==> src/rtl/alu_cmd_issue_if.sv <==
// Handshake bundle for the ALU issue stage: command input, ALU drive/return and result port.
interface alu_cmd_issue_if #(
  parameter int DEPTH  = 4,
  parameter int DATA_W = 4
) ();
  localparam int CW = $clog2(DEPTH + 1);

  logic                     cmd_valid;
  logic                     cmd_ready;
  logic [3:0]               cmd_opcode;
  logic signed [DATA_W-1:0] cmd_a;
  logic signed [DATA_W-1:0] cmd_b;
  logic                     cmd_cin;

  logic signed [DATA_W-1:0] alu_in1;
  logic signed [DATA_W-1:0] alu_in2;
  logic                     alu_cin;
  logic [3:0]               alu_opcode;
  logic [DATA_W-1:0]        alu_out;
  logic                     alu_cout;

  logic                     res_valid;
  logic                     res_ready;
  logic [DATA_W-1:0]        res_data;
  logic                     res_cout;
  logic                     res_zero;
  logic                     res_neg;
  logic                     res_err;
  logic [CW-1:0]            count;

  modport master (
    output cmd_valid, cmd_opcode, cmd_a, cmd_b, cmd_cin, alu_out, alu_cout, res_ready,
    input  cmd_ready, alu_in1, alu_in2, alu_cin, alu_opcode,
    input  res_valid, res_data, res_cout, res_zero, res_neg, res_err, count
  );

  modport slave (
    input  cmd_valid, cmd_opcode, cmd_a, cmd_b, cmd_cin, alu_out, alu_cout, res_ready,
    output cmd_ready, alu_in1, alu_in2, alu_cin, alu_opcode,
    output res_valid, res_data, res_cout, res_zero, res_neg, res_err, count
  );
endinterface

==> src/rtl/alu_cmd_issue.sv <==
// Issue stage for the 4-bit ALU: command FIFO, registered ALU drive, settle window,
// and a single-slot result register with zero/negative/illegal-opcode flags.
module alu_cmd_issue #(
  parameter int DEPTH  = 4,
  parameter int SETTLE = 1,
  parameter int DATA_W = 4
) (
  input logic           clk,
  input logic           rst,
  alu_cmd_issue_if.slave bus
);
  localparam int CW = $clog2(DEPTH + 1);
  localparam int PW = $clog2(DEPTH);
  localparam int SW = (SETTLE < 2) ? 1 : $clog2(SETTLE + 1);

  typedef struct packed {
    logic [3:0]               op;
    logic signed [DATA_W-1:0] a;
    logic signed [DATA_W-1:0] b;
    logic                     cin;
  } cmd_t;

  typedef struct packed {
    logic [DATA_W-1:0] data;
    logic              cout;
    logic              zero;
    logic              neg;
    logic              err;
  } res_t;

  typedef enum logic {IDLE, DRIVE} state_t;

  cmd_t          mem [DEPTH];
  logic [PW-1:0] wr_ptr, rd_ptr;
  logic [CW-1:0] cnt;
  state_t        state, state_nx;
  logic [SW-1:0] settle_cnt;
  logic          push, pop, cap;
  cmd_t          head;

  cmd_t          cmd_p0;
  logic          vld_p1;
  res_t          res_p1;

  function automatic logic op_legal(input logic [3:0] op);
    return op[3] || (op[3:1] == 3'b010);
  endfunction

  // Illegal opcodes are still issued, but their ALU response is masked to a clean error result.
  function automatic res_t shape_result(input logic [3:0] op, input logic [DATA_W-1:0] out,
                                        input logic cout);
    res_t r;
    r.err  = !op_legal(op);
    r.data = r.err ? '0 : out;
    r.cout = !r.err && cout;
    r.zero = !r.err && (out == '0);
    r.neg  = !r.err && out[DATA_W-1];
    return r;
  endfunction

  assign bus.cmd_ready = !rst && (cnt < CW'(DEPTH));
  assign push          = bus.cmd_valid && bus.cmd_ready;
  assign head          = mem[rd_ptr];

  always_ff @(posedge clk) begin
    if (push) mem[wr_ptr] <= '{bus.cmd_opcode, bus.cmd_a, bus.cmd_b, bus.cmd_cin};
  end

  always_ff @(posedge clk) begin
    if (rst) begin
      wr_ptr <= '0;
      rd_ptr <= '0;
      cnt    <= '0;
    end else begin
      if (push) wr_ptr <= wr_ptr + PW'(1);
      if (pop)  rd_ptr <= rd_ptr + PW'(1);
      if (push && !pop)      cnt <= cnt + CW'(1);
      else if (pop && !push) cnt <= cnt - CW'(1);
    end
  end

  always_ff @(posedge clk) begin
    if (rst) state <= IDLE;
    else     state <= state_nx;
  end

  always_comb begin
    state_nx = state;
    case (state)
      IDLE:    if (pop) state_nx = DRIVE;
      DRIVE:   if (cap) state_nx = IDLE;
      default: state_nx = IDLE;
    endcase
  end

  // Issue only when the result slot is empty or being drained on this edge.
  always_comb begin
    pop = 1'b0;
    cap = 1'b0;
    case (state)
      IDLE:    pop = (cnt != '0) && (!vld_p1 || bus.res_ready);
      DRIVE:   cap = (settle_cnt == SW'(1));
      default: ;
    endcase
  end

  always_ff @(posedge clk) begin
    if (rst)                          settle_cnt <= '0;
    else if (pop)                     settle_cnt <= SW'(SETTLE);
    else if (state == DRIVE && !cap)  settle_cnt <= settle_cnt - SW'(1);
  end

  // ---- p0: registered ALU drive ----
  always_ff @(posedge clk) begin
    if (rst)      cmd_p0 <= '0;
    else if (pop) cmd_p0 <= head;
  end

  // ---- p1: captured result slot ----
  always_ff @(posedge clk) begin
    if (rst) begin
      vld_p1 <= 1'b0;
      res_p1 <= '0;
    end else if (cap) begin
      vld_p1 <= 1'b1;
      res_p1 <= shape_result(cmd_p0.op, bus.alu_out, bus.alu_cout);
    end else if (bus.res_ready) begin
      vld_p1 <= 1'b0;
    end
  end

  assign bus.alu_in1    = cmd_p0.a;
  assign bus.alu_in2    = cmd_p0.b;
  assign bus.alu_cin    = cmd_p0.cin;
  assign bus.alu_opcode = cmd_p0.op;
  assign bus.res_valid  = vld_p1;
  assign bus.res_data   = res_p1.data;
  assign bus.res_cout   = res_p1.cout;
  assign bus.res_zero   = res_p1.zero;
  assign bus.res_neg    = res_p1.neg;
  assign bus.res_err    = res_p1.err;
  assign bus.count      = cnt;
endmodule

==> src/flat_wrapper.sv <==
// flat-port wrapper written by rule: the top's interface ports become plain ports
module alu_cmd_issue_flat 
#(
  parameter int DEPTH  = 4,
  parameter int SETTLE = 1,
  parameter int DATA_W = 4
)
  (clk, rst, bus_cmd_valid, bus_cmd_opcode, bus_cmd_a, bus_cmd_b, bus_cmd_cin, bus_alu_out, bus_alu_cout, bus_res_ready, bus_cmd_ready, bus_alu_in1, bus_alu_in2, bus_alu_cin, bus_alu_opcode, bus_res_valid, bus_res_data, bus_res_cout, bus_res_zero, bus_res_neg, bus_res_err, bus_count);
  alu_cmd_issue_if #(.DEPTH(DEPTH), .DATA_W(DATA_W)) bus_i ();
  input logic clk;
  input logic rst;
  input wire logic [$bits(bus_i.cmd_valid)-1:0] bus_cmd_valid;
  input wire logic [$bits(bus_i.cmd_opcode)-1:0] bus_cmd_opcode;
  input wire logic [$bits(bus_i.cmd_a)-1:0] bus_cmd_a;
  input wire logic [$bits(bus_i.cmd_b)-1:0] bus_cmd_b;
  input wire logic [$bits(bus_i.cmd_cin)-1:0] bus_cmd_cin;
  input wire logic [$bits(bus_i.alu_out)-1:0] bus_alu_out;
  input wire logic [$bits(bus_i.alu_cout)-1:0] bus_alu_cout;
  input wire logic [$bits(bus_i.res_ready)-1:0] bus_res_ready;
  output wire logic [$bits(bus_i.cmd_ready)-1:0] bus_cmd_ready;
  output wire logic [$bits(bus_i.alu_in1)-1:0] bus_alu_in1;
  output wire logic [$bits(bus_i.alu_in2)-1:0] bus_alu_in2;
  output wire logic [$bits(bus_i.alu_cin)-1:0] bus_alu_cin;
  output wire logic [$bits(bus_i.alu_opcode)-1:0] bus_alu_opcode;
  output wire logic [$bits(bus_i.res_valid)-1:0] bus_res_valid;
  output wire logic [$bits(bus_i.res_data)-1:0] bus_res_data;
  output wire logic [$bits(bus_i.res_cout)-1:0] bus_res_cout;
  output wire logic [$bits(bus_i.res_zero)-1:0] bus_res_zero;
  output wire logic [$bits(bus_i.res_neg)-1:0] bus_res_neg;
  output wire logic [$bits(bus_i.res_err)-1:0] bus_res_err;
  output wire logic [$bits(bus_i.count)-1:0] bus_count;
  assign bus_i.cmd_valid = bus_cmd_valid;
  assign bus_i.cmd_opcode = bus_cmd_opcode;
  assign bus_i.cmd_a = bus_cmd_a;
  assign bus_i.cmd_b = bus_cmd_b;
  assign bus_i.cmd_cin = bus_cmd_cin;
  assign bus_i.alu_out = bus_alu_out;
  assign bus_i.alu_cout = bus_alu_cout;
  assign bus_i.res_ready = bus_res_ready;
  assign bus_cmd_ready = bus_i.cmd_ready;
  assign bus_alu_in1 = bus_i.alu_in1;
  assign bus_alu_in2 = bus_i.alu_in2;
  assign bus_alu_cin = bus_i.alu_cin;
  assign bus_alu_opcode = bus_i.alu_opcode;
  assign bus_res_valid = bus_i.res_valid;
  assign bus_res_data = bus_i.res_data;
  assign bus_res_cout = bus_i.res_cout;
  assign bus_res_zero = bus_i.res_zero;
  assign bus_res_neg = bus_i.res_neg;
  assign bus_res_err = bus_i.res_err;
  assign bus_count = bus_i.count;
  alu_cmd_issue #(.DEPTH(DEPTH), .SETTLE(SETTLE), .DATA_W(DATA_W)) u_core (.clk(clk), .rst(rst), .bus(bus_i));
endmodule
==> config.mk <==
export PLATFORM = sky130hd
export DESIGN_NAME = alu_cmd_issue_flat
export DESIGN_NICKNAME = d
export VERILOG_FILES = /design/src/rtl/alu_cmd_issue_if.sv /design/src/rtl/alu_cmd_issue.sv /design/src/flat_wrapper.sv
export SDC_FILE = /design/constraint.sdc
export NUM_CORES = 1
export LEC_CHECK = 0
export CAP_MARGIN = 20
export CORE_ASPECT_RATIO = 0.5
export CORE_MARGIN = 1
export CORE_UTILIZATION = 38
export DETAILED_ROUTE_END_ITERATION = 8
export GPL_ROUTABILITY_DRIVEN = 0
export HOLD_SLACK_MARGIN = 0.1
export SYNTH_ARGS = -nofsm -noshare
export SYNTH_HDL_FRONTEND = slang
export SYNTH_SLANG_ARGS = --single-unit
==> constraint.sdc <==
create_clock -name clk -period 5.07 [get_ports clk]
set_input_delay 0.7605 -clock clk [delete_from_list [all_inputs] [get_ports clk]]
set_output_delay 0.7605 -clock clk [all_outputs]
set_load 0.01 [all_outputs]
==> run summary <==
Max-Slew Margin vs Limit - 0.330
CP endpoint - u_core.bus.count[2]
via/cell ratio - 5.15
status - complete, no violations
Die Wd - 134 um
clk buf depth - 2
Area Overhead vs Synth - 23.6%
Post-CTS Resized - 0
Pwr per Cell Area - 502 mW/mm2
EDFF count, synth - 52
core box area - 0.00820 mm2
CP max FO - 33
Setup violations, final - 0
DRC Markers - 0
gr ovfl total - 0
share of cells above drive strength 1 - 0.0858
TritonCTS clock tree - built
# Post-CTS Setup Buffers - 0
vias - 1956
R2R depth - 8
Die ar. - 0.00905 mm2
synthesized instance count - 224
Yosys warning total - 0
Max Fclk - 344 MHz
Sink Count - 82
R2R Setup Slk - 2.40 ns
starting density of the core - 0.401
peak supply drop - 0.000190 V
WL/cell - 16.7 um
launching point of the worst reg2reg path - u_core.state
Area contributors post-synth - edfxtp_1, dfxtp_1, mux4_1, mux4_2, a21oi_1
Clock Latency Late Sink - 0.33 ns
Ant. Diodes - 0
type of origin of the critical path - input pin
GR Util All Layers - 0.158
PortBufs - 47
initial antenna violation count - 0
antenna-violating nets left - 0
grt met2 use - 0.242
FFs w/ async S/R, synth - 0
worst hold path type - flop to flop
Hold Violations, Final - 0
Cell Rows - 23
most numerous cell in the Yosys netlist - edfxtp_1
CTS Buf Count - 9
num ports - 48
Slew @ Worst Pin - 1.00 ns
hpwl dp - 4.11 mm
Crit path required time - 5.33 ns
syn nets - 252
Seq cells post-synth - 82
Final Util - 0.496
number of max-capacitance violations reported - 0
GRT met3 Usage - 0.0586
RSZ-0062 raised after global routing - no
clk_skew - 0.00443 ns
setup_tns - 0 ns
DRT iter0 DRCs - 125
WL final - 6.34 mm
GR Util met1 - 0.206
register area share after synthesis - 0.658
Post-synth top cells - edfxtp_1, dfxtp_1, a21oi_1
Leakage - 1.35 nW
vias in the first global route - 1973
critical path capture point type - flop
pin count of the biggest net entering global routing - 34
# nets final - 292
RR Endpoint - u_core.bus.count[2]
Pre-antenna DRT Iters - 4
crit path kind - input pin to flop
Synth Flop Type - edfxtp_1
Critical Path AT - 3.17 ns
fin crit period - 2.91 ns
clock transition at the registers of the reported paths - 0.06 ns
CTS Hold Buffers Added - 0
Crit. Startpoint - rst
first-pass GRT wire length - 10.3 mm
H-tree Lvls - 3
syn avg cell area - 14.7 um2
final slew viol count - 0
area leader, netlist - edfxtp_1
Die Height - 67.8 um
Most Crowded Layer GR - met2
period utilisation layout - 0.573
synth unique cells - 35
Root Driver - clkbuf_16
area fraction of the dominant cell type after synthesis - 0.475
Netlist Area Pre-Place - 0.00329 mm2
==> placed cells by master, fill, tap and decap left out, types with 3 or more instances in the layout <==
cell type,count
a21oi_1,24
nand4_1,14
and2_1,5
ha_1,5
nor2_1,7
o31ai_1,15
mux4_1,6
clkdlybuf4s50_1,47
inv_1,4
mux4_2,7
edfxtp_1,52
clkbuf_16,9
dfxtp_1,30
nor2b_1,3
nand2_1,8
o211ai_1,6
==> worst min-delay path by stage <==
| stage | start | endpoint | slack (ns) | cells after the start |
|---|---|---|---|---|
| 5_1_grt | u_core.bus.alu_in2[0] | u_core.bus.alu_in2[0] | 0.49 | 2 |
| 2_1_floorplan | u_core.bus.res_cout | u_core.bus.res_cout | 0.48 | 2 |
| 3_3_place_gp | u_core.bus.res_data[1] | u_core.bus.res_data[1] | 0.44 | 2 |
| 4_1_cts | u_core.bus.res_data[2] | u_core.bus.res_data[2] | 0.46 | 2 |
| 3_5_place_dp | u_core.bus.res_data[2] | u_core.bus.res_data[2] | 0.45 | 2 |
| 6_report | u_core.bus.res_cout | u_core.bus.res_cout | 0.46 | 2 |
==> cell type report <==
type | instances | area, um2
clock inverter | 5 | 31.3
sequential | 82 | 2160
inverter | 4 | 15.0
fill | 702 | 4140
clock buffer | 10 | 229
multi-input combinational | 118 | 1000
timing repair buffer | 49 | 485
tap | 112 | 140
==> where the power goes <==
part	total (W)	internal, W	switching, W
Clock	0.000570	0.000327	0.000244
Combinational	0.000542	0.000279	0.000263
Sequential	0.000926	0.000810	0.000117
Total	0.00204	0.00142	0.000623
==> routing by layer <==
layer	vias to the layer above	routed length, um
li1	946	-
met3	7	267
met5	-	0
met4	0	63
met1	961	3120
met2	42	2890
==> stage by stage <==
stage                     setup WS [ns]  hold WS [ns]  cells  total power, W  area (um2)
after floorplan                    2.55         0.476    224         0.00128        3290
after global placement             1.93         0.444    364         0.00147        3800
after detailed placement           1.81         0.454    364         0.00148        3800
after CTS                          2.16         0.462    379         0.00206        4060
after global routing               1.98         0.492    380         0.00215        4060
final                              2.16         0.458    380         0.00204        4060
==> critical path, stage by stage <==
cell,delay (ns)
clkdlybuf4s50_1,0.40
buf_4,0.24
nor3b_2,0.46
ha_1,0.28
inv_1,0.06
fa_1,0.38
xor2_1,0.16
or3_1,0.31
a21oi_1,0.14
==> flip-flops by register name, summed over array words and instances, names as in the netlist, 2 cells and up <==
name and cells:
u_core.rd_ptr 2, u_core.mem 52, u_core.bus.alu_in2 4, u_core.bus.res_data 3
u_core.wr_ptr 2, u_core.bus.count 3, u_core.bus.alu_in1 4, u_core.bus.alu_opcode 4
==> kinds of logic (layout without fill, tap and decap cells) <==
kind of cell,Yosys count,in the layout,synth area share
mux,15,15,0.102
fa+ha+maj,6,6,0.0251
xor+xnor,3,3,0.00800
compound gates,47,47,0.0883
buf+inv,24,68,0.0377
flops,82,82,0.658
simple gates,47,47,0.0807
(Power assumes the default switching activity.)
